`src/rtl/lpm_pkg.sv`:
```
// rtl/lpm_pkg.sv - shared types and saturating arithmetic for the loop profile monitor
package lpm_pkg;

    localparam int MAX_CNT_W = 64;

    typedef enum logic [1:0] {
        CH_IDLE   = 2'd0,
        CH_ACTIVE = 2'd1,
        CH_REPORT = 2'd2
    } ch_state_e;

    typedef enum logic {
        T_IDLE = 1'b0,
        T_BUSY = 1'b1
    } txn_state_e;

    // Counters stick at the all-ones value of their own width rather than wrapping.
    function automatic logic [MAX_CNT_W-1:0] sat_inc(input logic [MAX_CNT_W-1:0] val,
                                                     input int width);
        logic [MAX_CNT_W-1:0] max_val;
        max_val = (width >= MAX_CNT_W) ? '1 : ((MAX_CNT_W'(1) << width) - MAX_CNT_W'(1));
        sat_inc = (val >= max_val) ? max_val : (val + MAX_CNT_W'(1));
    endfunction

endpackage

```
`src/rtl/loop_profile_channel.sv`:
```
// rtl/loop_profile_channel.sv - one loop's trip/cycle profiler, holding its record until granted
module loop_profile_channel
    import lpm_pkg::*;
#(
    parameter int STATE_W = 4,
    parameter int CNT_W   = 32
) (
    input  logic               clock,
    input  logic               reset,
    input  logic               finish_i,
    input  logic [STATE_W-1:0] cur_state_i,
    input  logic [STATE_W-1:0] iter_start_state_i,
    input  logic [STATE_W-1:0] iter_end_state_i,
    input  logic [STATE_W-1:0] quit_state_i,
    input  logic               one_state_loop_i,
    input  logic               grant_i,
    output logic               report_o,
    output logic [CNT_W-1:0]   trips_o,
    output logic [CNT_W-1:0]   cycles_o,
    output logic               reentry_o
);

    ch_state_e        state_q, state_d;
    logic [CNT_W-1:0] trips_q, trips_d;
    logic [CNT_W-1:0] cycles_q, cycles_d;
    logic             hit_start, hit_quit, hit_trip;

    function automatic logic [CNT_W-1:0] cnt_inc(input logic [CNT_W-1:0] v);
        return CNT_W'(sat_inc(MAX_CNT_W'(v), CNT_W));
    endfunction

    assign hit_start = (cur_state_i == iter_start_state_i);
    assign hit_quit  = (cur_state_i == quit_state_i);
    // A single-state loop has no distinct end state, so every visit to the start state is a trip.
    assign hit_trip  = one_state_loop_i ? hit_start : (cur_state_i == iter_end_state_i);

    always_comb begin
        state_d   = state_q;
        trips_d   = trips_q;
        cycles_d  = cycles_q;
        reentry_o = 1'b0;
        case (state_q)
            CH_IDLE: begin
                if (!finish_i && hit_start) begin
                    state_d  = CH_ACTIVE;
                    cycles_d = CNT_W'(1);
                    trips_d  = one_state_loop_i ? CNT_W'(1) : '0;
                end
            end
            CH_ACTIVE: begin
                if (!finish_i) begin
                    if (hit_trip) begin
                        trips_d = cnt_inc(trips_q);
                    end
                    if (hit_quit) begin
                        state_d = CH_REPORT;
                    end else begin
                        cycles_d = cnt_inc(cycles_q);
                    end
                end
            end
            CH_REPORT: begin
                if (grant_i) begin
                    state_d = CH_IDLE;
                end
                if (!finish_i && hit_start) begin
                    reentry_o = 1'b1;
                end
            end
            default: state_d = CH_IDLE;
        endcase
    end

    always_ff @(posedge clock) begin
        if (reset) begin
            state_q  <= CH_IDLE;
            trips_q  <= '0;
            cycles_q <= '0;
        end else begin
            state_q  <= state_d;
            trips_q  <= trips_d;
            cycles_q <= cycles_d;
        end
    end

    assign report_o = (state_q == CH_REPORT);
    assign trips_o  = trips_q;
    assign cycles_o = cycles_q;

endmodule

```
`src/rtl/loop_profile_monitor.sv`:
```
// rtl/loop_profile_monitor.sv - per-loop profiling channels, record arbiter and HLS transaction stats
module loop_profile_monitor
    import lpm_pkg::*;
#(
    parameter  int NUM_LOOPS = 2,
    parameter  int STATE_W   = 4,
    parameter  int CNT_W     = 32,
    localparam int ID_W      = (NUM_LOOPS > 1) ? $clog2(NUM_LOOPS) : 1
) (
    input  logic                         clock,
    input  logic                         reset,
    input  logic                         finish,
    input  logic                         ap_start,
    input  logic                         ap_done,
    input  logic                         ap_continue,
    input  logic [STATE_W-1:0]           cur_state,
    input  logic [NUM_LOOPS*STATE_W-1:0] iter_start_state,
    input  logic [NUM_LOOPS*STATE_W-1:0] iter_end_state,
    input  logic [NUM_LOOPS*STATE_W-1:0] quit_state,
    input  logic [NUM_LOOPS-1:0]         one_state_loop,
    output logic                         rec_valid,
    input  logic                         rec_ready,
    output logic [ID_W-1:0]              rec_loop_id,
    output logic [CNT_W-1:0]             rec_trips,
    output logic [CNT_W-1:0]             rec_cycles,
    output logic [CNT_W-1:0]             txn_count,
    output logic [CNT_W-1:0]             last_latency,
    output logic                         rec_overflow,
    output logic                         drained
);

    function automatic logic [CNT_W-1:0] cnt_inc(input logic [CNT_W-1:0] v);
        return CNT_W'(sat_inc(MAX_CNT_W'(v), CNT_W));
    endfunction

    logic [NUM_LOOPS-1:0] ch_report;
    logic [NUM_LOOPS-1:0] ch_grant;
    logic [NUM_LOOPS-1:0] ch_reentry;
    logic [CNT_W-1:0]     ch_trips  [NUM_LOOPS];
    logic [CNT_W-1:0]     ch_cycles [NUM_LOOPS];

    logic [ID_W-1:0] pri_id, sel_id;
    logic            lock_q;
    logic [ID_W-1:0] lock_id_q;
    logic            overflow_q;
    logic            drained_q;

    for (genvar i = 0; i < NUM_LOOPS; i++) begin : g_ch
        loop_profile_channel #(
            .STATE_W (STATE_W),
            .CNT_W   (CNT_W)
        ) u_ch (
            .clock              (clock),
            .reset              (reset),
            .finish_i           (finish),
            .cur_state_i        (cur_state),
            .iter_start_state_i (iter_start_state[i*STATE_W +: STATE_W]),
            .iter_end_state_i   (iter_end_state[i*STATE_W +: STATE_W]),
            .quit_state_i       (quit_state[i*STATE_W +: STATE_W]),
            .one_state_loop_i   (one_state_loop[i]),
            .grant_i            (ch_grant[i]),
            .report_o           (ch_report[i]),
            .trips_o            (ch_trips[i]),
            .cycles_o           (ch_cycles[i]),
            .reentry_o          (ch_reentry[i])
        );
        assign ch_grant[i] = rec_valid && rec_ready && (sel_id == ID_W'(i));
    end

    always_comb begin
        pri_id = '0;
        for (int i = NUM_LOOPS - 1; i >= 0; i--) begin
            if (ch_report[i]) begin
                pri_id = ID_W'(i);
            end
        end
    end

    // A stalled record keeps its slot even if a lower-index channel starts reporting meanwhile.
    assign sel_id      = lock_q ? lock_id_q : pri_id;
    assign rec_valid   = |ch_report;
    assign rec_loop_id = rec_valid ? sel_id : '0;
    assign rec_trips   = rec_valid ? ch_trips[sel_id] : '0;
    assign rec_cycles  = rec_valid ? ch_cycles[sel_id] : '0;

    always_ff @(posedge clock) begin
        if (reset) begin
            lock_q     <= 1'b0;
            lock_id_q  <= '0;
            overflow_q <= 1'b0;
            drained_q  <= 1'b0;
        end else begin
            lock_q     <= rec_valid && !rec_ready;
            lock_id_q  <= sel_id;
            overflow_q <= overflow_q | (|ch_reentry);
            drained_q  <= finish && !(|ch_report);
        end
    end

    assign rec_overflow = overflow_q;
    assign drained      = drained_q;

    txn_state_e       txn_state_q, txn_state_d;
    logic [CNT_W-1:0] lat_q, lat_d;
    logic [CNT_W-1:0] txn_count_q, txn_count_d;
    logic [CNT_W-1:0] last_lat_q, last_lat_d;

    // The latency counter includes the current cycle, so a completion records lat_q + 1.
    always_comb begin
        txn_state_d = txn_state_q;
        lat_d       = lat_q;
        txn_count_d = txn_count_q;
        last_lat_d  = last_lat_q;
        if (!finish) begin
            case (txn_state_q)
                T_IDLE: begin
                    if (ap_start) begin
                        txn_state_d = T_BUSY;
                        lat_d       = CNT_W'(1);
                    end
                end
                T_BUSY: begin
                    if (ap_done && ap_continue) begin
                        txn_count_d = cnt_inc(txn_count_q);
                        last_lat_d  = cnt_inc(lat_q);
                        if (ap_start) begin
                            lat_d = CNT_W'(1);
                        end else begin
                            txn_state_d = T_IDLE;
                        end
                    end else begin
                        lat_d = cnt_inc(lat_q);
                    end
                end
                default: txn_state_d = T_IDLE;
            endcase
        end
    end

    always_ff @(posedge clock) begin
        if (reset) begin
            txn_state_q <= T_IDLE;
            lat_q       <= '0;
            txn_count_q <= '0;
            last_lat_q  <= '0;
        end else begin
            txn_state_q <= txn_state_d;
            lat_q       <= lat_d;
            txn_count_q <= txn_count_d;
            last_lat_q  <= last_lat_d;
        end
    end

    assign txn_count    = txn_count_q;
    assign last_latency = last_lat_q;

endmodule

```
`config.mk`:
```
export PLATFORM = sky130hd
export DESIGN_NAME = loop_profile_monitor
export DESIGN_NICKNAME = d
export VERILOG_FILES = /design/src/rtl/lpm_pkg.sv /design/src/rtl/loop_profile_channel.sv /design/src/rtl/loop_profile_monitor.sv
export SDC_FILE = /design/constraint.sdc
export NUM_CORES = 1
export LEC_CHECK = 0
export ABC_AREA = 1
export CAP_MARGIN = 20
export CELL_PAD_IN_SITES_DETAIL_PLACEMENT = 2
export CELL_PAD_IN_SITES_GLOBAL_PLACEMENT = 2
export CORE_ASPECT_RATIO = 0.6
export CORE_UTILIZATION = 33
export CTS_CLUSTER_DIAMETER = 30
export CTS_CLUSTER_SIZE = 24
export DETAILED_ROUTE_END_ITERATION = 6
export PLACE_DENSITY_LB_ADDON = 0.15
export SLEW_MARGIN = 20
export SYNTH_ARGS = -nofsm -noshare
export SYNTH_HDL_FRONTEND = slang
export SYNTH_HIERARCHICAL = 1
export SYNTH_SLANG_ARGS = --single-unit
```
`constraint.sdc`:
```
create_clock -name clock -period 6.1 [get_ports clock]
set_clock_uncertainty 0.1 [all_clocks]
set_input_delay 1.22 -clock clock [delete_from_list [all_inputs] [get_ports clock]]
set_output_delay 1.22 -clock clock [all_outputs]
set_load 0.1 [all_outputs]
```
==> flow_metrics.env, run 1 <==
export IMPL_outcome="finished clean"
export IMPL_layout_area_seq_mm2=0.00466
export IMPL_worstSetupStartpointType="flop"
export IMPL_avgSynthCellArea_um2=6.02
export IMPL_synth_simple_area_share_pct=44.8
export IMPL_io_pins=169
export IMPL_slowest_stage="clkinv_2"
export IMPL_synth_area_leaders="dfxtp_1 (28%), nand2_1 (18%), nor2_1 (11%)"
export IMPL_nFillCells=6042
export IMPL_fin_ws_ns=0.421
export IMPL_pre_cts_ws_ns=1.50
export IMPL_fmax_mhz=176
export IMPL_cts_sinks=233
export IMPL_via_count=19400
export IMPL_postPlaceCellArea_mm2=0.0184
export IMPL_netlist_area_mm2=0.0166
export IMPL_drive_gt1_share_pct=12.3
export IMPL_synthCells=2756
export IMPL_drtAntennaViolNets=0
export IMPL_synth_compound_area_share_pct=14.2
export IMPL_fp_row_count=63
export IMPL_worst_hold_slack_ns=0.414
export IMPL_setup_worst_path_start="g_ch[0].u_ch/state_q[0]$_SDFFE_PP0P_"
export IMPL_synth_xor_area_share_pct=3.49
export IMPL_ys_flop_type="dfxtp_1"
export IMPL_final_core_util_pct=41.6
export IMPL_seq_area_frac_synth_pct=28.1
export IMPL_htreeDepth=2
export IMPL_cp_end_kind="primary output"
export IMPL_stdcell_area_mm2=0.0206
export IMPL_synth_cell_types=45
export IMPL_multiInputGateArea_mm2=0.0104
export IMPL_synth_seq_cells=233
export IMPL_relSlewSlack_pct=24.1
export IMPL_cts_hold_buf=0
export IMPL_portBuffers=168
export IMPL_place_gp_congestion=0.948
export IMPL_die_area_mm2=0.0512
export IMPL_finalNetCount=2925
export IMPL_synthMuxAreaShare_pct=0
export IMPL_endpoint="rec_trips[17]"
export IMPL_dpl_hpwl_um=60400
export IMPL_synth_fa_ha_area_share_pct=0.453
export IMPL_critPathRequiredTime_ns=4.78
export IMPL_peakVddDrop_v=0.000219
export IMPL_worst_path_buf_inv=3
export IMPL_synth_top_family_by_area="simple AND/OR/NAND/NOR gates"
export IMPL_tns_ns=0
export IMPL_numCtsBuffers=60
export IMPL_setup_viol=0
export IMPL_rr_worst_depth=10
export IMPL_routed_wirelength_um=81000
export IMPL_rsz0062_at_grt="no"
export IMPL_wl_per_cell_um=22.6
export IMPL_cts_tree="yes"
export IMPL_grt_overflow=0
export IMPL_crit_arrival_ns=4.36
export IMPL_cp_top_family="buffers and inverters"
export IMPL_first_global_vias=20600
export IMPL_cp_max_fo=67
export IMPL_cts_resized=0
export IMPL_yosysWarnings=6
export IMPL_fin_crit_sh_pct=93.1
export IMPL_synth_edf_count=0
export IMPL_path_depth=8
export IMPL_path_class="flop to primary output"
export IMPL_synth_async_sr_flop_share_pct=0
export IMPL_drv_slew=0
export IMPL_reg2reg_to="g_ch[1].u_ch/state_q[1]$_SDFFE_PP0P_"
export IMPL_grt_start_max_net_pins=82
export IMPL_die_w_um=291
export IMPL_rr_startpoint="g_ch[0].u_ch/state_q[0]$_SDFFE_PP0P_"
export IMPL_worst_skew_pair_late_latency_ns=0.60
export IMPL_hold_class="flop to flop"
export IMPL_start_util_pct=33.5
export IMPL_synth_area_leader_cell="dfxtp_1"
export IMPL_antenna_found_initial=1
export IMPL_tightest_slew_ns=1.13
export IMPL_cts_root_buf="clkbuf_16"
export IMPL_cts_clk_slew_worst_paths_ns=0.05
export IMPL_drt_iter0_markers=1232
export IMPL_postCtsSetupBuffers=0
export IMPL_area_growth_pct=24.1
export IMPL_drc=0
export IMPL_r2r_slack_ns=1.78
export IMPL_hold_violations=0
export IMPL_p_leak_nw=8.06
export IMPL_worstPathCellList="nor2_1 > or3b_1 > nand2_1 > buf_4 > clkinv_2 > nor2_1 > nor2_1 > buf_4"
export IMPL_drt_pass1_iter_count=5
export IMPL_grt_first_pass_wirelength_um=125000
export IMPL_synth_nets=2799
export IMPL_clockBufferDepth=3
export IMPL_max_cap_viol_count=0
export IMPL_vias_per_cell=5.41
export IMPL_synth_top_area_share_pct=28.1
export IMPL_grt_usage_pct=31.2
export IMPL_die_h_um=176
export IMPL_cp_common_cell="nor2_1"
export IMPL_core_area_mm2=0.0495
export IMPL_max_stage_delay_ns=0.88
export IMPL_fin_crit_ns=5.68
export IMPL_power_density_mw_per_mm2=322
## where the power goes
part | total (W) | internal [W] | switching (W)
sequential | 0.00168 | 0.00157 | 0.000105
combinational | 0.00139 | 0.000264 | 0.00113
clock | 0.00356 | 0.00249 | 0.00107
## state kept, by name, indices dropped and copies added, names as in the netlist, 4 cells and up
name and cells:
g_ch.u_ch/trips_o 64, g_ch.u_ch/state_q 4, g_ch.u_ch/cycles_o 64, txn_count 32, last_latency 32, lat_q 32
## final cells by class
class                      count  area share [%]
timing repair buffer         178            7.75
sequential                   233            22.7
inverter                     226            4.13
clock buffer                  72            7.81
tap                          650            3.95
clock inverter                40            2.96
multi-input combinational   2183            50.7
antenna                        1          0.0122
## cell usage after synthesis (3+ instances only)
master	count
clkbuf_1	51
nand2_2	17
nand3_2	23
nor2_2	27
nand4_1	10
nand3b_1	44
inv_1	212
dfxtp_1	233
nor2_1	489
o21ai_2	5
nand3_1	201
o21ai_0	183
buf_6	19
inv_2	14
or2_2	10
ha_1	6
o21ai_1	20
buf_4	7
buf_2	29
xnor2_1	21
nand2_1	812
nor2_8	5
nand2_4	4
nor2_4	14
a21oi_1	158
buf_1	5
and2_1	5
nand3_4	3
xor2_1	45
a21oi_2	50
nor3_1	13
## through the flow
step                cells  power (W)
detailed placement   3470    0.00307
floorplan            2756    0.00270
CTS                  3582    0.00667
finish               3583    0.00663
global route         3583    0.00684
global placement     3470    0.00302
## worst min-delay path, stage by stage (launching register included)
cell and delay (ns):
dfxtp_1 0.33, nand2_1 0.08, a21oi_1 0.06
## cells by family (layout without fill, tap and decap cells)
group,Yosys count,in the layout
xor gates and xnor gates,66,66
AOI/OAI and AO/OA,423,423
buffers and inverters,340,516
other,0,1
and+or+nand+nor,1688,1688
adders and majority gates,6,6
DFF,233,233
## placed cells by master, fill, tap and decap left out, types with 27 or more instances in the layout
master	netlist	layout
clkbuf_16	0	61
xor2_1	45	45
o21ai_0	183	183
a21oi_1	158	158
buf_4	7	75
dfxtp_1	233	233
nor2_2	27	27
a21oi_2	50	50
inv_1	212	209
clkdlybuf4s50_1	0	102
nand3_1	201	201
nand2_1	812	810
nor2_1	489	489
nand3b_1	44	44
## routing by layer
layer | up-vias | routed length (um) | GRT usage (%)
met4 | 0 | 1750 | 7.52
met2 | 401 | 35000 | 48.1
li1 | 9060 | - | -
met5 | - | 0 | 0
met3 | 109 | 3870 | 4.59
met1 | 9803 | 40400 | 45.4
## worst min path at each step
stage                                               start                                     to  slack, ns  depth (start not counted)
floorplan           g_ch[0].u_ch/trips_o[24]$_SDFFE_PP0P_  g_ch[0].u_ch/trips_o[24]$_SDFFE_PP0P_       0.36                          2
global placement                  rec_overflow$_SDFF_PP0_                rec_overflow$_SDFF_PP0_       0.37                          2
detailed placement                rec_overflow$_SDFF_PP0_                rec_overflow$_SDFF_PP0_       0.39                          2
CTS                                lat_q[31]$_SDFFE_PP0N_                 lat_q[31]$_SDFFE_PP0N_       0.42                          2
global route                      rec_overflow$_SDFF_PP0_                rec_overflow$_SDFF_PP0_       0.44                          2
finish                             lat_q[31]$_SDFFE_PP0N_                 lat_q[31]$_SDFFE_PP0N_       0.41                          2
Note: power is estimated with default switching activity, not from simulation.
==> inputs of run 2 (changes only) <==
--- a/config.mk
+++ b/config.mk
@@ -5,12 +5,11 @@
 export SDC_FILE = /design/constraint.sdc
 export NUM_CORES = 1
 export LEC_CHECK = 0
-export ABC_AREA = 1
 export CAP_MARGIN = 20
 export CELL_PAD_IN_SITES_DETAIL_PLACEMENT = 2
 export CELL_PAD_IN_SITES_GLOBAL_PLACEMENT = 2
 export CORE_ASPECT_RATIO = 0.6
-export CORE_UTILIZATION = 33
+export CORE_UTILIZATION = 36
 export CTS_CLUSTER_DIAMETER = 30
 export CTS_CLUSTER_SIZE = 24
 export DETAILED_ROUTE_END_ITERATION = 6
@@ -20,3 +19,4 @@
 export SYNTH_HDL_FRONTEND = slang
 export SYNTH_HIERARCHICAL = 1
 export SYNTH_SLANG_ARGS = --single-unit
+export TNS_END_PERCENT = 20
==> flow_metrics.env, run 2 <==
export IMPL_outcome="finished clean"
export IMPL_grt_usage_pct=34.1
export IMPL_synth_nets=1866
export IMPL_pwr_share_comb_pct=4.8
export IMPL_drv_slew=0
export IMPL_routed_wirelength_um=69500
export IMPL_postCtsSetupBuffers=0
export IMPL_pwr_share_seq_pct=33.2
export IMPL_finalNonFillerCells=2510
export IMPL_relSlewSlack_pct=24.2
export IMPL_drc=0
export IMPL_path_class="flop to primary output"
export IMPL_worstSetupStartpointType="flop"
export IMPL_drive_gt1_share_pct=10.9
export IMPL_grt_start_max_net_pins=105
export IMPL_n_antenna_cell=0
export IMPL_p_int_w=0.00350
export IMPL_final_common_cell="nand2_1"
export IMPL_critPathRequiredTime_ns=4.78
export IMPL_setup_viol=0
export IMPL_busiest_layer="met2"
export IMPL_p_clk_share_pct=62.0
export IMPL_die_h_um=154
export IMPL_wl_per_cell_um=27.7
export IMPL_yosysWarnings=6
export IMPL_hold_class="flop to flop"
export IMPL_sw_frac_of_total_pct=24.7
export IMPL_p_switching_w=0.00114
export IMPL_first_global_vias=16700
export IMPL_p_leak_nw=5.60
export IMPL_worst_skew_pair_late_latency_ns=0.58
export IMPL_grt_overflow=0
export IMPL_numCtsBuffers=50
export IMPL_synth_cell_types=75
export IMPL_place_gp_congestion=0.953
export IMPL_cts_resized=0
export IMPL_die_area_mm2=0.0395
export IMPL_use_met1_pct=49.7
export IMPL_place_inst=2414
export IMPL_netlist_area_mm2=0.0139
export IMPL_area_growth_pct=27.6
export IMPL_peakVddDrop_v=0.000194
export IMPL_crit_arrival_ns=4.22
export IMPL_cts_sinks=233
export IMPL_pre_cts_ws_ns=1.22
export IMPL_core_area_mm2=0.0379
export IMPL_synthCells=1823
export IMPL_grt_first_pass_wirelength_um=106000
export IMPL_seq_area_frac_synth_pct=33.5
export IMPL_stdcell_area_mm2=0.0178
export IMPL_vias_per_cell=6.47
export IMPL_synth_top_cells_by_count="nand2_1 (256), dfxtp_1 (233), a21oi_1 (225)"
export IMPL_avgSynthCellArea_um2=7.65
export IMPL_clockBufferDepth=3
export IMPL_r2r_slack_ns=2.15
export IMPL_synth_edf_count=0
export IMPL_max_cap_viol_count=0
export IMPL_synth_seq_cells=233
export IMPL_synth_area_leader_cell="dfxtp_1"
export IMPL_cp_max_fo=30
export IMPL_power_density_mw_per_mm2=261
export IMPL_yosysMostFrequentCell="nand2_1"
export IMPL_finalNetCount=1999
export IMPL_fin_crit_ns=5.54
export IMPL_tightest_slew_ns=1.13
export IMPL_cts_tree="yes"
export IMPL_fmax_mhz=180
export IMPL_start_util_pct=36.8
export IMPL_dpl_hpwl_um=48000
export IMPL_hold_violations=0
export IMPL_via_count=16200
export IMPL_ys_flop_type="dfxtp_1"
export IMPL_drt_iter0_markers=1446
export IMPL_cts_clk_slew_worst_paths_ns=0.05
export IMPL_drtAntennaViolNets=0
export IMPL_htreeDepth=2
export IMPL_use_met3_pct=5.93
export IMPL_grtUsageMet2_pct=50.9
export IMPL_final_cell_mix="nand2_1 (256), dfxtp_1 (233), a21oi_1 (225)"
export IMPL_tns_ns=0
export IMPL_antenna_found_initial=1
export IMPL_io_pins=169
export IMPL_fp_row_count=55
export IMPL_synth_top_area_share_pct=33.5
export IMPL_fin_crit_sh_pct=90.8
export IMPL_rsz0062_at_grt="no"
export IMPL_cts_hold_buf=0
export IMPL_fin_ws_ns=0.559
export IMPL_synth_async_sr_flop_share_pct=0
export IMPL_cts_root_buf="clkbuf_16"
export IMPL_postPlaceCellArea_mm2=0.0160
export IMPL_worst_hold_slack_ns=0.354
export IMPL_drt_pass1_iter_count=7
export IMPL_die_w_um=256
export IMPL_cp_end_kind="primary output"
export IMPL_synth_area_leaders="dfxtp_1 (33%), a21oi_1 (8.1%), nand2_1 (6.9%)"
export IMPL_portBuffers=168
[run 2: path summary, 6_finish.rpt]
kind                                                      startpoint                              endpoint  cells past startpoint
worst max-delay path            g_ch[1].u_ch/state_q[0]$_SDFFE_PP0P_                        rec_cycles[19]                      8
worst min-delay path                   last_latency[24]$_SDFFE_PP0P_         last_latency[24]$_SDFFE_PP0P_                      2
worst max register to register  g_ch[0].u_ch/trips_o[0]$_SDFFE_PP0P_  g_ch[0].u_ch/trips_o[8]$_SDFFE_PP0P_                      6
worst min register to register         last_latency[24]$_SDFFE_PP0P_         last_latency[24]$_SDFFE_PP0P_                      2
[run 2: metal layers]
layer | part of all wire (%) | wire length (um)
met5 | 0 | 0
met2 | 43 | 29900
met1 | 48 | 33000
met4 | 2.6 | 1810
met3 | 6.8 | 4710
[run 2: area by class of cell]
| cell class | instances | area [um^2] |
|---|---|---|
| clock buffer | 66 | 1430 |
| clock inverter | 27 | 327 |
| fill | 4212 | 20100 |
| inverter | 30 | 113 |
| multi-input combinational | 1441 | 8690 |
| sequential | 233 | 4660 |
| tap | 513 | 642 |
| timing repair buffer | 200 | 1920 |
[run 2: kinds of logic (layout without fill, tap and decap cells)]
logic type / after synthesis / after routing / synth area share, %
AOI/OAI and AO/OA: 633 / 633 / 28.6
and+or+nand+nor: 723 / 723 / 27.8
buffers and inverters: 149 / 323 / 4.48
DFF: 233 / 233 / 33.5
adders and majority gates: 6 / 6 / 0.538
muxes: 9 / 9 / 0.646
xor gates and xnor gates: 70 / 70 / 4.40
[run 2: power groups by stage]
stage               combinational (W)  clock [W]  sequential (W)
finish                       0.000221    0.00288         0.00154
global route                 0.000229    0.00298         0.00154
CTS                          0.000216    0.00291         0.00154
detailed placement           0.000213          0         0.00157
global placement             0.000208          0         0.00157
floorplan                   0.0000921          0         0.00160
[run 2: worst max-delay path, cell delays in order, from the launching register on]
cell and delay, ns:
dfxtp_1 0.43, nor2b_1 0.38, nand2b_1 0.20, o21ai_4 0.50, buf_4 0.43, buf_4 0.27, nand2_1 0.09, a21oi_1 0.17
clkdlybuf4s50_1 1.16
[run 2: per-stage QoR]
step	power [W]	utilization [%]
floorplan	0.00169	-
global placement	0.00178	42.2
detailed placement	0.00179	42.2
CTS	0.00466	46.8
global route	0.00476	46.9
finish	0.00464	46.9
==> inputs of run 3 (changes only) <==
--- a/config.mk
+++ b/config.mk
@@ -9,10 +9,11 @@
 export CELL_PAD_IN_SITES_DETAIL_PLACEMENT = 2
 export CELL_PAD_IN_SITES_GLOBAL_PLACEMENT = 2
 export CORE_ASPECT_RATIO = 0.6
-export CORE_UTILIZATION = 36
+export CORE_UTILIZATION = 38
 export CTS_CLUSTER_DIAMETER = 30
 export CTS_CLUSTER_SIZE = 24
 export DETAILED_ROUTE_END_ITERATION = 6
+export DONT_BUFFER_PORTS = 1
 export PLACE_DENSITY_LB_ADDON = 0.15
 export SLEW_MARGIN = 20
 export SYNTH_ARGS = -nofsm -noshare
==> constraint.sdc (replaced) <==
create_clock -name clock -period 6.26 [get_ports clock]
set_clock_uncertainty 0.1 [all_clocks]
set_input_delay 1.252 -clock clock [delete_from_list [all_inputs] [get_ports clock]]
set_output_delay 1.252 -clock clock [all_outputs]
set_load 0.1 [all_outputs]
==> flow_metrics.env, run 3 (synthesis gave the netlist of run 2 again) <==
export IMPL_io_pins=169
export IMPL_outcome="finished clean"
export IMPL_path_class="flop to primary output"
export IMPL_layout_area_seq_mm2=0.00467
export IMPL_finalNetCount=1869
export IMPL_clockBufferDepth=3
export IMPL_numCtsBuffers=49
export IMPL_relSlewSlack_pct=20.3
export IMPL_max_stage_delay_ns=0.97
export IMPL_drive_gt1_share_pct=16.2
export IMPL_drt_iter0_markers=1491
export IMPL_path_depth=5
export IMPL_cts_clk_slew_worst_paths_ns=0.05
export IMPL_n_antenna_cell=0
export IMPL_p_clk_share_pct=61.9
export IMPL_die_h_um=150
export IMPL_critPathRequiredTime_ns=4.91
export IMPL_pwr_share_comb_pct=2.8
export IMPL_worstPathCellList="nor2b_1 > nand2b_1 > o21a_2 > nand2_1 > a21oi_2"
export IMPL_postCtsSetupBuffers=0
export IMPL_cp_end_kind="primary output"
export IMPL_worst_path_buf_inv=0
export IMPL_final_common_cell="nand2_1"
export IMPL_sw_frac_of_total_pct=23.3
export IMPL_core_area_mm2=0.0355
export IMPL_wl_per_cell_um=29.2
export IMPL_drtAntennaViolNets=0
export IMPL_cts_tree="yes"
export IMPL_routed_wirelength_um=68000
export IMPL_hold_class="flop to flop"
export IMPL_first_global_vias=16200
export IMPL_vias_per_cell=6.83
export IMPL_crit_arrival_ns=3.66
export IMPL_grt_start_max_net_pins=155
export IMPL_cp_max_fo=46
export IMPL_multiInputGateArea_mm2=0.00904
export IMPL_area_growth_pct=19.6
export IMPL_p_int_w=0.00333
export IMPL_antenna_found_initial=1
export IMPL_final_cell_mix="nand2_1 (256), dfxtp_1 (232), a21oi_1 (161)"
export IMPL_fmax_mhz=199
export IMPL_dpl_hpwl_um=46400
export IMPL_setup_viol=0
export IMPL_cts_hold_buf=0
export IMPL_nFillCells=3909
export IMPL_pwr_share_seq_pct=35.3
export IMPL_grt_first_pass_wirelength_um=102000
export IMPL_place_gp_congestion=0.949
export IMPL_start_util_pct=39.2
export IMPL_drc=0
export IMPL_fin_crit_ns=5.02
export IMPL_tns_ns=0
export IMPL_portBuffers=0
export IMPL_die_area_mm2=0.0375
export IMPL_peakVddDrop_v=0.000167
export IMPL_rsz0062_at_grt="no"
export IMPL_worst_skew_pair_late_latency_ns=0.55
export IMPL_power_density_mw_per_mm2=261
export IMPL_grt_usage_pct=35.0
export IMPL_worstSetupStartpointType="flop"
export IMPL_fp_row_count=53
export IMPL_cp_top_family="compound AO/OA/AOI/OAI gates"
export IMPL_via_count=15900
export IMPL_p_leak_nw=5.17
export IMPL_max_cap_viol_count=0
export IMPL_hold_violations=0
export IMPL_rr_worst_depth=5
export IMPL_whs_path_depth=2
export IMPL_fin_crit_sh_pct=80.1
export IMPL_cts_root_buf="clkbuf_16"
export IMPL_cts_sinks=233
export IMPL_slowest_stage="a21oi_2"
export IMPL_drt_pass1_iter_count=5
export IMPL_grt_overflow=0
export IMPL_htreeDepth=2
export IMPL_drv_slew=0
export IMPL_cts_resized=0
export IMPL_die_w_um=249
export IMPL_p_switching_w=0.00101
export IMPL_worst_hold_slack_ns=0.408
export IMPL_tightest_slew_ns=1.20
[run 3: worst paths after layout]
check / start / to / slack [ns]
worst max-delay path: g_ch[0].u_ch/state_q[1]$_SDFFE_PP0P_ / rec_cycles[20] / 1.24
worst min-delay path: lat_q[8]$_SDFFE_PP0N_ / lat_q[8]$_SDFFE_PP0N_ / 0.41
worst max register to register: txn_count[3]$_SDFFE_PP0P_ / txn_count[27]$_SDFFE_PP0P_ / 2.64
worst min register to register: lat_q[8]$_SDFFE_PP0N_ / lat_q[8]$_SDFFE_PP0N_ / 0.41
[run 3: cell type report]
class                           count  share of cell area, %
Tap cell                          467                   3.51
Multi-Input combinational cell   1441                   54.2
Clock buffer                       66                   8.65
Sequential cell                   233                   28.0
Clock inverter                     21                   1.53
Inverter                           30                  0.676
Timing Repair Buffer               71                   3.43
[run 3: worst min-delay path: stages (launching register included)]
cell and delay [ns]:
dfxtp_1 0.33, nand2_1 0.07, a21oi_1 0.05
[run 3: routing by layer]
layer	vias to the layer above	part of all wire [%]	GRT usage [%]
met5	-	0.019	0
met4	2	2.7	10.0
met3	122	8.0	6.60
met2	656	43	52.7
met1	8227	46	50.5
li1	6894	-	-
[run 3: power groups by stage]
stage          clock (W)  combinational, W  sequential (W)
6_report         0.00269          0.000121         0.00154
5_1_grt          0.00279          0.000128         0.00153
2_1_floorplan          0         0.0000897         0.00156
3_5_place_dp           0          0.000114         0.00156
3_3_place_gp           0          0.000108         0.00156
4_1_cts          0.00272          0.000117         0.00153
[run 3: through the flow]
step / instances / area [um^2] / total power, W / utilization (%) / worst slack, ns
6_report: 2329 / 16700 / 0.00435 / 46.9 / 1.24
5_1_grt: 2329 / 16700 / 0.00446 / 46.9 / 1.16
4_1_cts: 2326 / 16600 / 0.00437 / 46.6 / 1.27
3_5_place_dp: 2239 / 14900 / 0.00168 / 41.8 / 1.88
3_3_place_gp: 2237 / 14800 / 0.00167 / 41.6 / 2.04
2_1_floorplan: 1823 / 13900 / 0.00165 / - / 1.89
